===== src/rtl/adc_pkg.sv =====
// Shared types and frame geometry for the ADC capture sequencer.
package adc_pkg;

  typedef enum logic [2:0] {
    INIT_WR,
    AMP_CS,
    AMP_SHIFT,
    AMP_END,
    IDLE,
    CONV,
    ADC_SHIFT,
    DONE
  } state_t;

  localparam int unsigned ADC_FRAME_BITS = 34;
  localparam int unsigned CH_BITS        = 14;
  localparam int unsigned AMP_BITS       = 8;

  // SCK periods (1-based) that carry channel data, MSB first
  localparam int unsigned CH_A_FIRST = 3;
  localparam int unsigned CH_A_LAST  = 16;
  localparam int unsigned CH_B_FIRST = 19;
  localparam int unsigned CH_B_LAST  = 32;

  function automatic logic in_win(input logic [5:0] p, input int unsigned lo,
                                  input int unsigned hi);
    return (32'(p) >= lo) && (32'(p) <= hi);
  endfunction

endpackage


===== src/rtl/generador_sck.sv =====
// Register-based SPI clock divider; SCK idles low and restarts cleanly on each enable.
module generador_sck #(
  parameter int unsigned SCK_HALF = 3
) (
  input  logic clk_i,
  input  logic rst_ni,
  input  logic en_i,
  output logic sck_o,
  output logic rise_tick_o,
  output logic fall_tick_o
);

  localparam int unsigned CW = (SCK_HALF > 1) ? $clog2(SCK_HALF) : 1;

  logic [CW-1:0] cnt_q, cnt_d;
  logic          sck_q, sck_d;
  logic          wrap;

  assign wrap        = en_i && (cnt_q == CW'(SCK_HALF - 1));
  assign rise_tick_o = wrap && !sck_q;
  assign fall_tick_o = wrap && sck_q;
  assign sck_o       = sck_q;

  always_comb begin
    cnt_d = cnt_q;
    sck_d = sck_q;
    if (!en_i) begin
      cnt_d = '0;
      sck_d = 1'b0;
    end else if (wrap) begin
      cnt_d = '0;
      sck_d = !sck_q;
    end else begin
      cnt_d = cnt_q + 1'b1;
    end
  end

  always_ff @(posedge clk_i or negedge rst_ni) begin
    if (!rst_ni) begin
      cnt_q <= '0;
      sck_q <= 1'b0;
    end else begin
      cnt_q <= cnt_d;
      sck_q <= sck_d;
    end
  end

endmodule


===== src/rtl/secuenciador_adc.sv =====
// Owns the shared SPI bus: preamp gain writes (reset default and host requests)
// interleaved with periodic dual-channel ADC frames.
module secuenciador_adc
  import adc_pkg::*;
#(
  parameter int unsigned SCK_HALF   = 3,
  parameter int unsigned SAMPLE_DIV = 1000,
  parameter logic [7:0]  GAIN_RESET = 8'h11
) (
  input  logic                clock,
  input  logic                reset_n,
  input  logic                enable,
  input  logic [AMP_BITS-1:0] gain_in,
  input  logic                gain_wr,
  output logic                gain_busy,
  output logic [CH_BITS-1:0]  datos_a,
  output logic [CH_BITS-1:0]  datos_b,
  output logic                ready,
  output logic                overrun,
  output logic                spi_sck,
  output logic                spi_mosi,
  input  logic                spi_miso,
  output logic                amp_cs,
  output logic                amp_shdn,
  output logic                ad_conv
);

  localparam int unsigned CW = $clog2(2 * SCK_HALF);
  localparam int unsigned TW = (SAMPLE_DIV > 1) ? $clog2(SAMPLE_DIV) : 1;

  state_t              state_q, state_d;
  logic [CW-1:0]       cnt_q, cnt_d;
  logic [5:0]          bits_q, bits_d;
  logic [TW-1:0]       tick_q, tick_d;
  logic [AMP_BITS-1:0] amp_sr_q, amp_sr_d, gain_q, gain_d;
  logic                gain_pend_q, gain_pend_d, busy_q, busy_d;
  logic                frame_pend_q, frame_pend_d, overrun_q, overrun_d;
  logic [CH_BITS-1:0]  sh_a_q, sh_a_d, sh_b_q, sh_b_d;
  logic [CH_BITS-1:0]  datos_a_q, datos_a_d, datos_b_q, datos_b_d;
  logic                ready_q, ready_d, amp_cs_q, amp_cs_d, ad_conv_q, ad_conv_d;

  logic       sck_en, rise_tick, fall_tick, tick, frame_active;
  logic [5:0] period;

  assign sck_en       = (state_q == AMP_SHIFT) || (state_q == ADC_SHIFT);
  assign tick         = (tick_q == TW'(SAMPLE_DIV - 1));
  assign frame_active = (state_q == CONV) || (state_q == ADC_SHIFT) || (state_q == DONE);
  assign period       = bits_q + 6'd1;

  generador_sck #(.SCK_HALF(SCK_HALF)) u_sck (
    .clk_i      (clock),
    .rst_ni     (reset_n),
    .en_i       (sck_en),
    .sck_o      (spi_sck),
    .rise_tick_o(rise_tick),
    .fall_tick_o(fall_tick)
  );

  always_comb begin
    state_d      = state_q;
    cnt_d        = cnt_q;
    bits_d       = bits_q;
    amp_sr_d     = amp_sr_q;
    gain_d       = gain_q;
    gain_pend_d  = gain_pend_q;
    busy_d       = busy_q;
    frame_pend_d = frame_pend_q;
    overrun_d    = overrun_q;
    sh_a_d       = sh_a_q;
    sh_b_d       = sh_b_q;
    datos_a_d    = datos_a_q;
    datos_b_d    = datos_b_q;
    ready_d      = 1'b0;
    amp_cs_d     = amp_cs_q;
    ad_conv_d    = ad_conv_q;
    tick_d       = tick ? '0 : tick_q + 1'b1;

    if (tick && enable) begin
      if (frame_pend_q || frame_active) overrun_d = 1'b1;
      else                              frame_pend_d = 1'b1;
    end
    if (gain_wr && !busy_q) begin
      gain_d      = gain_in;
      gain_pend_d = 1'b1;
      busy_d      = 1'b1;
    end

    // The case below runs after the request latching so bus consumption wins.
    case (state_q)
      INIT_WR: begin
        amp_sr_d    = GAIN_RESET;
        gain_pend_d = 1'b0;
        busy_d      = 1'b1;
        amp_cs_d    = 1'b0;
        cnt_d       = '0;
        state_d     = AMP_CS;
      end
      AMP_CS: begin
        cnt_d = cnt_q + 1'b1;
        if (cnt_q == CW'(SCK_HALF - 1)) begin
          cnt_d   = '0;
          state_d = AMP_SHIFT;
        end
      end
      AMP_SHIFT: begin
        if (fall_tick) begin
          amp_sr_d = {amp_sr_q[AMP_BITS-2:0], 1'b0};
          bits_d   = bits_q + 6'd1;
          if (bits_q == 6'(AMP_BITS - 1)) begin
            bits_d  = '0;
            state_d = AMP_END;
          end
        end
      end
      AMP_END: begin
        cnt_d = cnt_q + 1'b1;
        if (cnt_q == CW'(SCK_HALF - 1)) begin
          cnt_d    = '0;
          amp_cs_d = 1'b1;
          busy_d   = 1'b0;
          state_d  = IDLE;
        end
      end
      IDLE: begin
        if (gain_pend_q) begin
          gain_pend_d = 1'b0;
          amp_sr_d    = gain_q;
          amp_cs_d    = 1'b0;
          cnt_d       = '0;
          state_d     = AMP_CS;
        end else if (frame_pend_q) begin
          frame_pend_d = 1'b0;
          ad_conv_d    = 1'b1;
          cnt_d        = '0;
          state_d      = CONV;
        end
      end
      CONV: begin
        cnt_d = cnt_q + 1'b1;
        if (cnt_q == CW'(2 * SCK_HALF - 1)) begin
          cnt_d     = '0;
          ad_conv_d = 1'b0;
          state_d   = ADC_SHIFT;
        end
      end
      ADC_SHIFT: begin
        if (rise_tick) begin
          if (in_win(period, CH_A_FIRST, CH_A_LAST)) sh_a_d = {sh_a_q[CH_BITS-2:0], spi_miso};
          if (in_win(period, CH_B_FIRST, CH_B_LAST)) sh_b_d = {sh_b_q[CH_BITS-2:0], spi_miso};
        end
        if (fall_tick) begin
          bits_d = bits_q + 6'd1;
          if (bits_q == 6'(ADC_FRAME_BITS - 1)) begin
            bits_d  = '0;
            state_d = DONE;
          end
        end
      end
      DONE: begin
        datos_a_d = sh_a_q;
        datos_b_d = sh_b_q;
        ready_d   = 1'b1;
        state_d   = IDLE;
      end
      default: state_d = INIT_WR;
    endcase
  end

  always_ff @(posedge clock or negedge reset_n) begin
    if (!reset_n) begin
      state_q      <= INIT_WR;
      cnt_q        <= '0;
      bits_q       <= '0;
      tick_q       <= '0;
      amp_sr_q     <= '0;
      gain_q       <= '0;
      gain_pend_q  <= 1'b0;
      busy_q       <= 1'b0;
      frame_pend_q <= 1'b0;
      overrun_q    <= 1'b0;
      sh_a_q       <= '0;
      sh_b_q       <= '0;
      datos_a_q    <= '0;
      datos_b_q    <= '0;
      ready_q      <= 1'b0;
      amp_cs_q     <= 1'b1;
      ad_conv_q    <= 1'b0;
    end else begin
      state_q      <= state_d;
      cnt_q        <= cnt_d;
      bits_q       <= bits_d;
      tick_q       <= tick_d;
      amp_sr_q     <= amp_sr_d;
      gain_q       <= gain_d;
      gain_pend_q  <= gain_pend_d;
      busy_q       <= busy_d;
      frame_pend_q <= frame_pend_d;
      overrun_q    <= overrun_d;
      sh_a_q       <= sh_a_d;
      sh_b_q       <= sh_b_d;
      datos_a_q    <= datos_a_d;
      datos_b_q    <= datos_b_d;
      ready_q      <= ready_d;
      amp_cs_q     <= amp_cs_d;
      ad_conv_q    <= ad_conv_d;
    end
  end

  assign gain_busy = busy_q;
  assign datos_a   = datos_a_q;
  assign datos_b   = datos_b_q;
  assign ready     = ready_q;
  assign overrun   = overrun_q;
  assign spi_mosi  = amp_sr_q[AMP_BITS-1];
  assign amp_cs    = amp_cs_q;
  assign amp_shdn  = 1'b0;
  assign ad_conv   = ad_conv_q;

endmodule


===== config.mk =====
export PLATFORM = sky130hd
export DESIGN_NAME = secuenciador_adc
export DESIGN_NICKNAME = d
export VERILOG_FILES = /design/src/rtl/adc_pkg.sv /design/src/rtl/generador_sck.sv /design/src/rtl/secuenciador_adc.sv
export SDC_FILE = /design/constraint.sdc
export NUM_CORES = 1
export LEC_CHECK = 0
export ABC_AREA = 1
export BUFFER_PORTS_ARGS = -buffer_cell sky130_fd_sc_hd__buf_2
export CAP_MARGIN = 20
export CORE_AREA = 4 4 98 100
export CTS_CLUSTER_SIZE = 24
export DETAILED_ROUTE_END_ITERATION = 12
export DIE_AREA = 0 0 102 104
export PLACE_DENSITY = 0.75
export SETUP_SLACK_MARGIN = 0.4
export SYNTH_ARGS = -nofsm -noshare
export SYNTH_HDL_FRONTEND = slang
export SYNTH_SLANG_ARGS = --single-unit

===== constraint.sdc =====
create_clock -name clock -period 4.85 [get_ports clock]
set_clock_uncertainty 0.05 [all_clocks]
set_input_delay 0.97 -clock clock [delete_from_list [all_inputs] [get_ports clock]]
set_output_delay 0.97 -clock clock [all_outputs]
set_load 0.02 [all_outputs]

Word-level counts from Yosys, hierarchy flattened
Cells that the tools add are included.
{"block": "op_classes", "add_sub_neg": 4, "multipliers": 0, "n_div": 0, "magnitude_cmp": 4, "eq_ne": 25, "shift": 0, "mux": 47, "bitwise": 0, "reduce_logical": 29}
{"operator": "two-way mux 3 bit", "n": 13}
{"operator": "two-way mux 6 bit", "n": 4}
{"operator": "one-hot mux 3 bit (8 select lines)", "n": 1}
{"operator": "one-hot mux 8 bit (3 select lines)", "n": 1}
{"operator": "two-way mux 1 bit", "n": 17}
{"operator": "two-way mux 8 bit", "n": 2}
{"operator": "inequality test 2 bit, second input constant", "n": 8}
{"operator": "== test 3 bit, second input constant", "n": 5}
{"operator": "AND reduction 3 bit", "n": 5}
{"operator": "one-hot mux 3 bit (4 select lines)", "n": 1}
{"operator": "one-hot mux 6 bit (2 select lines)", "n": 1}
{"operator": "adder 10 x 1 -> 10 bit, second input constant", "n": 1}
{"operator": "== test 10 bit, second input constant", "n": 1}
{"operator": "two-way mux 10 bit", "n": 1}
{"operator": "== test 3 x 2 -> 1 bit, second input constant", "n": 3}
{"operator": "AND reduction 8 bit", "n": 1}
{"operator": "logical AND 1 bit", "n": 7}
{"operator": "adder 6 x 1 -> 6 bit, second input constant", "n": 1}
{"operator": "== test 6 x 3 -> 1 bit, second input constant", "n": 1}
{"operator": "== test 6 bit, second input constant", "n": 1}
{"operator": ">= comparator 6 x 2 -> 1 bit, second input constant", "n": 1}
{"operator": ">= comparator 6 x 5 -> 1 bit, second input constant", "n": 1}
{"operator": "<= comparator 6 x 5 -> 1 bit, second input constant", "n": 1}
{"operator": "<= comparator 6 bit, second input constant", "n": 1}
{"operator": "18 further kinds", "n": 30}
{"block": "totals", "regBits": 104, "latch_bits": 0, "mem_bits_rw": 0, "romBits": 0, "input_bits": 13, "memories": 0}

Logic depth before layout (Yosys ltp)
{"block": "depth", "word_depth": 9, "mapped_depth": 12}

Cells and area by module
Synthesis repeated with hierarchy kept, for this count alone.
{"block": "unflattened", "cells_unflattened": 568, "hier_area_um2": 4715.8}
{"mod": "secuenciador_adc", "n_inst": 1, "cells_per_inst": 554, "area_per_inst_um2": 4584.4, "seq_area_each_um2": 2528.7}
{"mod": "generador_sck", "n_inst": 1, "cells_per_inst": 14, "area_per_inst_um2": 131.4, "seq_area_each_um2": 75.1}

Least setup slack after synthesis
OpenSTA, ideal clock, no wires.
{"block": "synth_path", "path_kind": "register to register", "from": "register bits_q[0]", "to": "register sh_b_q[10]", "setup_ns": 0.116, "arrival_ns": 1.588, "path_slack_ns": 3.095, "stages_incl_launch_ff": 11, "period_less_slack_ns": 1.755, "path_cell_list": "dfrtp_1 > ha_1 > xnor2_1 > nand2_1 > nor2_1 > nand2_2 > nand2_4 > nand2_4 > buf_6 > nand2_1 > nand2_1"}
{"block": "synth_via", "elab_chain_cells": 4, "elab_cells_between_ends": 5, "cone_classes": "1 x add/sub; 2 x order compare; 2 x reduce/logical"}
{"item": "from (decl)", "line_no": "secuenciador_adc.sv:33", "text": "logic [5:0] bits_q, bits_d;"}
{"item": "from (signal assigned)", "line_no": "secuenciador_adc.sv:191", "text": "bits_q <= bits_d;"}
{"item": "adder 6 x 1 -> 6 bit *", "line_no": "secuenciador_adc.sv:48", "text": "assign period = bits_q + 6'd1;"}
{"item": ">= comparator 6 x 5 -> 1 bit / <= comparator 6 bit (equally long branches)", "line_no": "adc_pkg.sv:27", "text": "return (32'(p) >= lo) && (32'(p) <= hi);"}
{"item": "logical AND 1 bit *", "line_no": "adc_pkg.sv:27"}
{"item": "AND reduction 3 bit (no source line) *"}
{"item": "to (signal assigned)", "line_no": "secuenciador_adc.sv:182", "text": "sh_b_q <= '0;"}
{"item": "to (signal assigned)", "line_no": "secuenciador_adc.sv:200", "text": "sh_b_q <= sh_b_d;"}
{"item": "to (decl)", "line_no": "secuenciador_adc.sv:38", "text": "logic [CH_BITS-1:0] sh_a_q, sh_a_d, sh_b_q, sh_b_d;"}
Every way passes the cells marked *; elsewhere a longest branch is shown, timed or not.
A chain may end at the register's enable or synchronous reset.

Final worst setup path
{"block": "layout_path", "from": "register bits_q[0]", "to": "register sh_a_q[1]"}
{"block": "layout_via", "elab_chain_cells": 4, "elab_cells_between_ends": 5, "cone_classes": "1 x add/sub; 2 x order compare; 2 x reduce/logical"}
{"item": "adder 6 x 1 -> 6 bit *", "line_no": "secuenciador_adc.sv:48"}
{"item": ">= comparator 6 x 2 -> 1 bit / <= comparator 6 x 5 -> 1 bit (equally long branches)", "line_no": "adc_pkg.sv:27"}
{"item": "logical AND 1 bit *", "line_no": "adc_pkg.sv:27"}
{"item": "AND reduction 3 bit (no source line) *"}
{"item": "to (signal assigned)", "line_no": "secuenciador_adc.sv:181", "text": "sh_a_q <= '0;"}
{"item": "to (signal assigned)", "line_no": "secuenciador_adc.sv:199", "text": "sh_a_q <= sh_a_d;"}
{"item": "to (decl)", "line_no": "secuenciador_adc.sv:38"}
Marked as above.

==> impl_results.md <==
- DRC violation count after routing: 0
- Synthesized area: between 4000 and 5000 µm²
- Largest cells by area after synthesis: sky130_fd_sc_hd__dfrtp_1 54%, sky130_fd_sc_hd__nand2_1 18%, sky130_fd_sc_hd__inv_1 3.2%, sky130_fd_sc_hd__nand3_1 3.1%, sky130_fd_sc_hd__nand4_1 2.4%
- Deepest clock path buffer count: 2
- Overflow left after global routing: 0
- Syn. warnings: 0
- CTS buffer count: 9
- Setup violators final: 0
- Clock slew at reported path FFs: ~100 ps
- Instance count after placement with tap cells included: 690
- Initial Utilization: 0.548
- Path category of the worst min-delay check: register to register
- Count of vias placed by the detailed router: 3651
- Hold Violations, Final: 0
- Number of antenna diodes: 0
- Avg Cell Area, Syn: 8.64 µm²
- Area delta synth->final: 9.63%
- Max capacitance violation total: 0
- Portion of the clock cycle consumed by the worst path in the final layout: 0.434
- Hold Path Stages: 1
- Cell repeated most along the worst path: sky130_fd_sc_hd__nand2_1
- Final Core Density: 0.600
- Number of standard cells in the final layout excluding fillers: just over 700
- Post-layout power: roughly 1.4 mW
- CP arrival: about 2300 ps
- Final worst hold slack: around 380 ps
- Clock group share of total power: 0.363
- Die width: between 100 and 150 µm
- Result of the run: finished clean
- Sequential cell fraction of total power: 0.619
- Postcts setup bufs: 0
- Crit-path max FO: 15
- Total nets after synthesis: approximately 570
- Worst reg-to-reg setup slack: approximately 2700 ps
- Internal power: ~1.1 mW
- Worst ir drop on vdd: ~160 µV
- Vert. Die Dim: 104 µm
- Share of synthesized area occupied by flip-flops and latches: 0.548
- Number of hold buffers added after cts: 0
- Setup total negative slack: 0 ps
- Standard cell core area: a little under 9000 µm²
- Via count of the first global-routing pass: roughly 3.6k
- Crit path launch type: register
- Count of cells resized by post-cts repair: 0
- Total power density per cell area: roughly 270 nW/µm²
- Cell Rows: 34
- Critical setup path kind: register to register
- Nets@finish: ~600
- Number of H-tree branching levels: 3
- Switch share: 0.238
- Peak Freq: roughly 470 MHz
- Post-synth cell types: 43
- Total buffers and inverters traversed by the critical path: 0
- Post-synthesis register bit count: between 100 and 150
- Ratio of cells with drive above 1 in the final layout: 0.161
- Ys flop type: sky130_fd_sc_hd__dfrtp_1
- Area enclosed by the die boundary: 10600 µm²
- Pin count of the biggest net entering global routing: 73
- Top cell type by total area after synthesis: sky130_fd_sc_hd__dfrtp_1
- Number of cells on the worst reg-to-reg path: 7
- Initial DRT Pass Iterations: 4
- Post-synth EDFFs: 0
- Max-slew violation total from the final report: 0
- Antenna violations before repair: 0
- Number of DRC markers in iteration 0: about 170
- Global router's overall resource usage: 0.178
- Skew-Pair Late Insertion Delay: around 370 ps
- Endpoint of the most critical register-to-register path: sh_a_q[1]
- TritonCTS clock tree: done
- Reg-to-Reg Start: bits_q[0]
- Switching power summed over all nets: approximately 0.33 mW
- Relative contribution of combinational cells to total power: 0.018
- Global-route wire length before repair: around 16000 µm
- Proportion of netlist area held by the largest area contributor: 0.542
- End point of the most critical hold path: u_sck.cnt_q[0]
- Weighted congestion reported at the end of routability-driven placement: 0.797
- Startpoint of the worst hold path: u_sck.cnt_q[0]
- Half-perimeter wire length after placement: approximately 6200 µm
- Type of destination of the critical path: register
- Via-per-instance ratio: approximately 5.2
- Headroom to the max-slew limit: 0.424
- Final routed wirelength across all metal layers: roughly 8700 µm
- Slew at the pin closest to its max-slew limit: between 800 and 900 ps
- Worst path cell trace: ha_1 -> xnor2_1 -> nand2_1 -> o21ai_4 -> nand3_4 -> nand2_1 -> nand2_1
- Clock period minus final worst setup slack: 2110 ps
- Clock net sink count: 104
- Data required time of the critical path: approximately 5100 ps
- Cell count after synthesis: between 500 and 600
- Unrepaired setup endpoints after global routing: no
- Wirelength per Cell: 12.3 µm
- Async SR Flop Fraction: 1.00
- Most common cell after layout, fill and taps aside: sky130_fd_sc_hd__nand2_1
- Delay-heaviest family, CP: simple AND/OR/NAND/NOR gates
- Most frequent cells in the layout: 228 x sky130_fd_sc_hd__nand2_1, 103 x sky130_fd_sc_hd__dfrtp_1, 46 x sky130_fd_sc_hd__buf_2, 41 x sky130_fd_sc_hd__inv_1, 29 x sky130_fd_sc_hd__nand3_1
- Leak pwr: ~2.9 nW
- I/O pins: 49
- Cell with the biggest individual delay on the critical path: sky130_fd_sc_hd__dfrtp_1
- Critical path's largest stage delay: 490 ps
- ANT nets after route: 0
- Cell at the root of the clock tree: sky130_fd_sc_hd__clkbuf_8
- Number of input and output port buffers inserted: 47
-- sequential cells by signal (all words and copies together), names as in the netlist, 2 cells and up --
signal       cells
datos_a         14
datos_b         14
sh_a_q          14
sh_b_q          14
tick_q          10
amp_sr_q         8
gain_q           8
bits_q           6
cnt_q            3
state_q          3
u_sck.cnt_q      2
-- worst max-delay path by stage --
stage,start,end,slack [ps],cells past startpoint
6_report,bits_q[0],sh_a_q[1],2740,7
5_1_grt,bits_q[0],sh_a_q[11],2570,7
4_1_cts,bits_q[0],sh_a_q[1],2750,7
3_5_place_dp,reset_n,datos_b[5],2650,2
3_3_place_gp,reset_n,datos_b[3],2670,2
2_1_floorplan,bits_q[0],sh_b_q[10],3100,10
-- metal layers --
layer	routed length [µm]	track usage
met1	3740	0.225
met3	401	0.0315
met2	4420	0.303
met5	0	0
met4	161	0.0656
-- cells in the mapped netlist (5+ instances only) --
cell,instances
sky130_fd_sc_hd__nor2_1,23
sky130_fd_sc_hd__ha_1,5
sky130_fd_sc_hd__nand3_1,29
sky130_fd_sc_hd__nand2_1,228
sky130_fd_sc_hd__nor3_1,8
sky130_fd_sc_hd__o21ai_0,12
sky130_fd_sc_hd__inv_1,41
sky130_fd_sc_hd__buf_4,7
sky130_fd_sc_hd__o22ai_1,6
sky130_fd_sc_hd__nand2_2,5
sky130_fd_sc_hd__xor2_1,6
sky130_fd_sc_hd__dfrtp_1,103
sky130_fd_sc_hd__nand4_1,18
-- metrics by stage --
stage               worst slack [ps]  instance area [µm²]
floorplan                       3100                 4750
global placement                2670                 5030
detailed placement              2650                 5030
CTS                             2750                 5210
global route                    2570                 5210
finish                          2740                 5210
-- power by group through the flow --
stage | registers, mW | clock network [mW] | logic (mW)
final | 0.872 | 0.511 | 0.0251
after global routing | 0.872 | 0.561 | 0.0311
after global placement | 0.889 | 0 | 0.0262
after floorplan | 0.889 | 0 | 0.00408
after detailed placement | 0.889 | 0 | 0.0270
after CTS | 0.872 | 0.523 | 0.0270
-- cell type report --
type / count / area [µm²]
Clock inverter: 7 / 60.1
Clock buffer: 9 / 124
Tap cell: 108 / 135
Inverter: 46 / 175
Timing Repair Buffer: 49 / 253
Sequential cell: 104 / 2600
Fill cell: 784 / 3470
Multi-Input combinational cell: 383 / 1860
-- kinds of logic (layout without fill, tap and decap cells) --
logic type	Yosys count	after routing	share of synthesized area
DFF	104	104	0.548
other	1	1	0.000789
buffers and inverters	63	111	0.0613
xor gates and xnor gates	7	7	0.0129
adders and majority gates	5	5	0.0132
AOI/OAI and AO/OA	40	40	0.0545
and+or+nand+nor	330	330	0.310
Note: power is estimated with default switching activity, not from simulation.
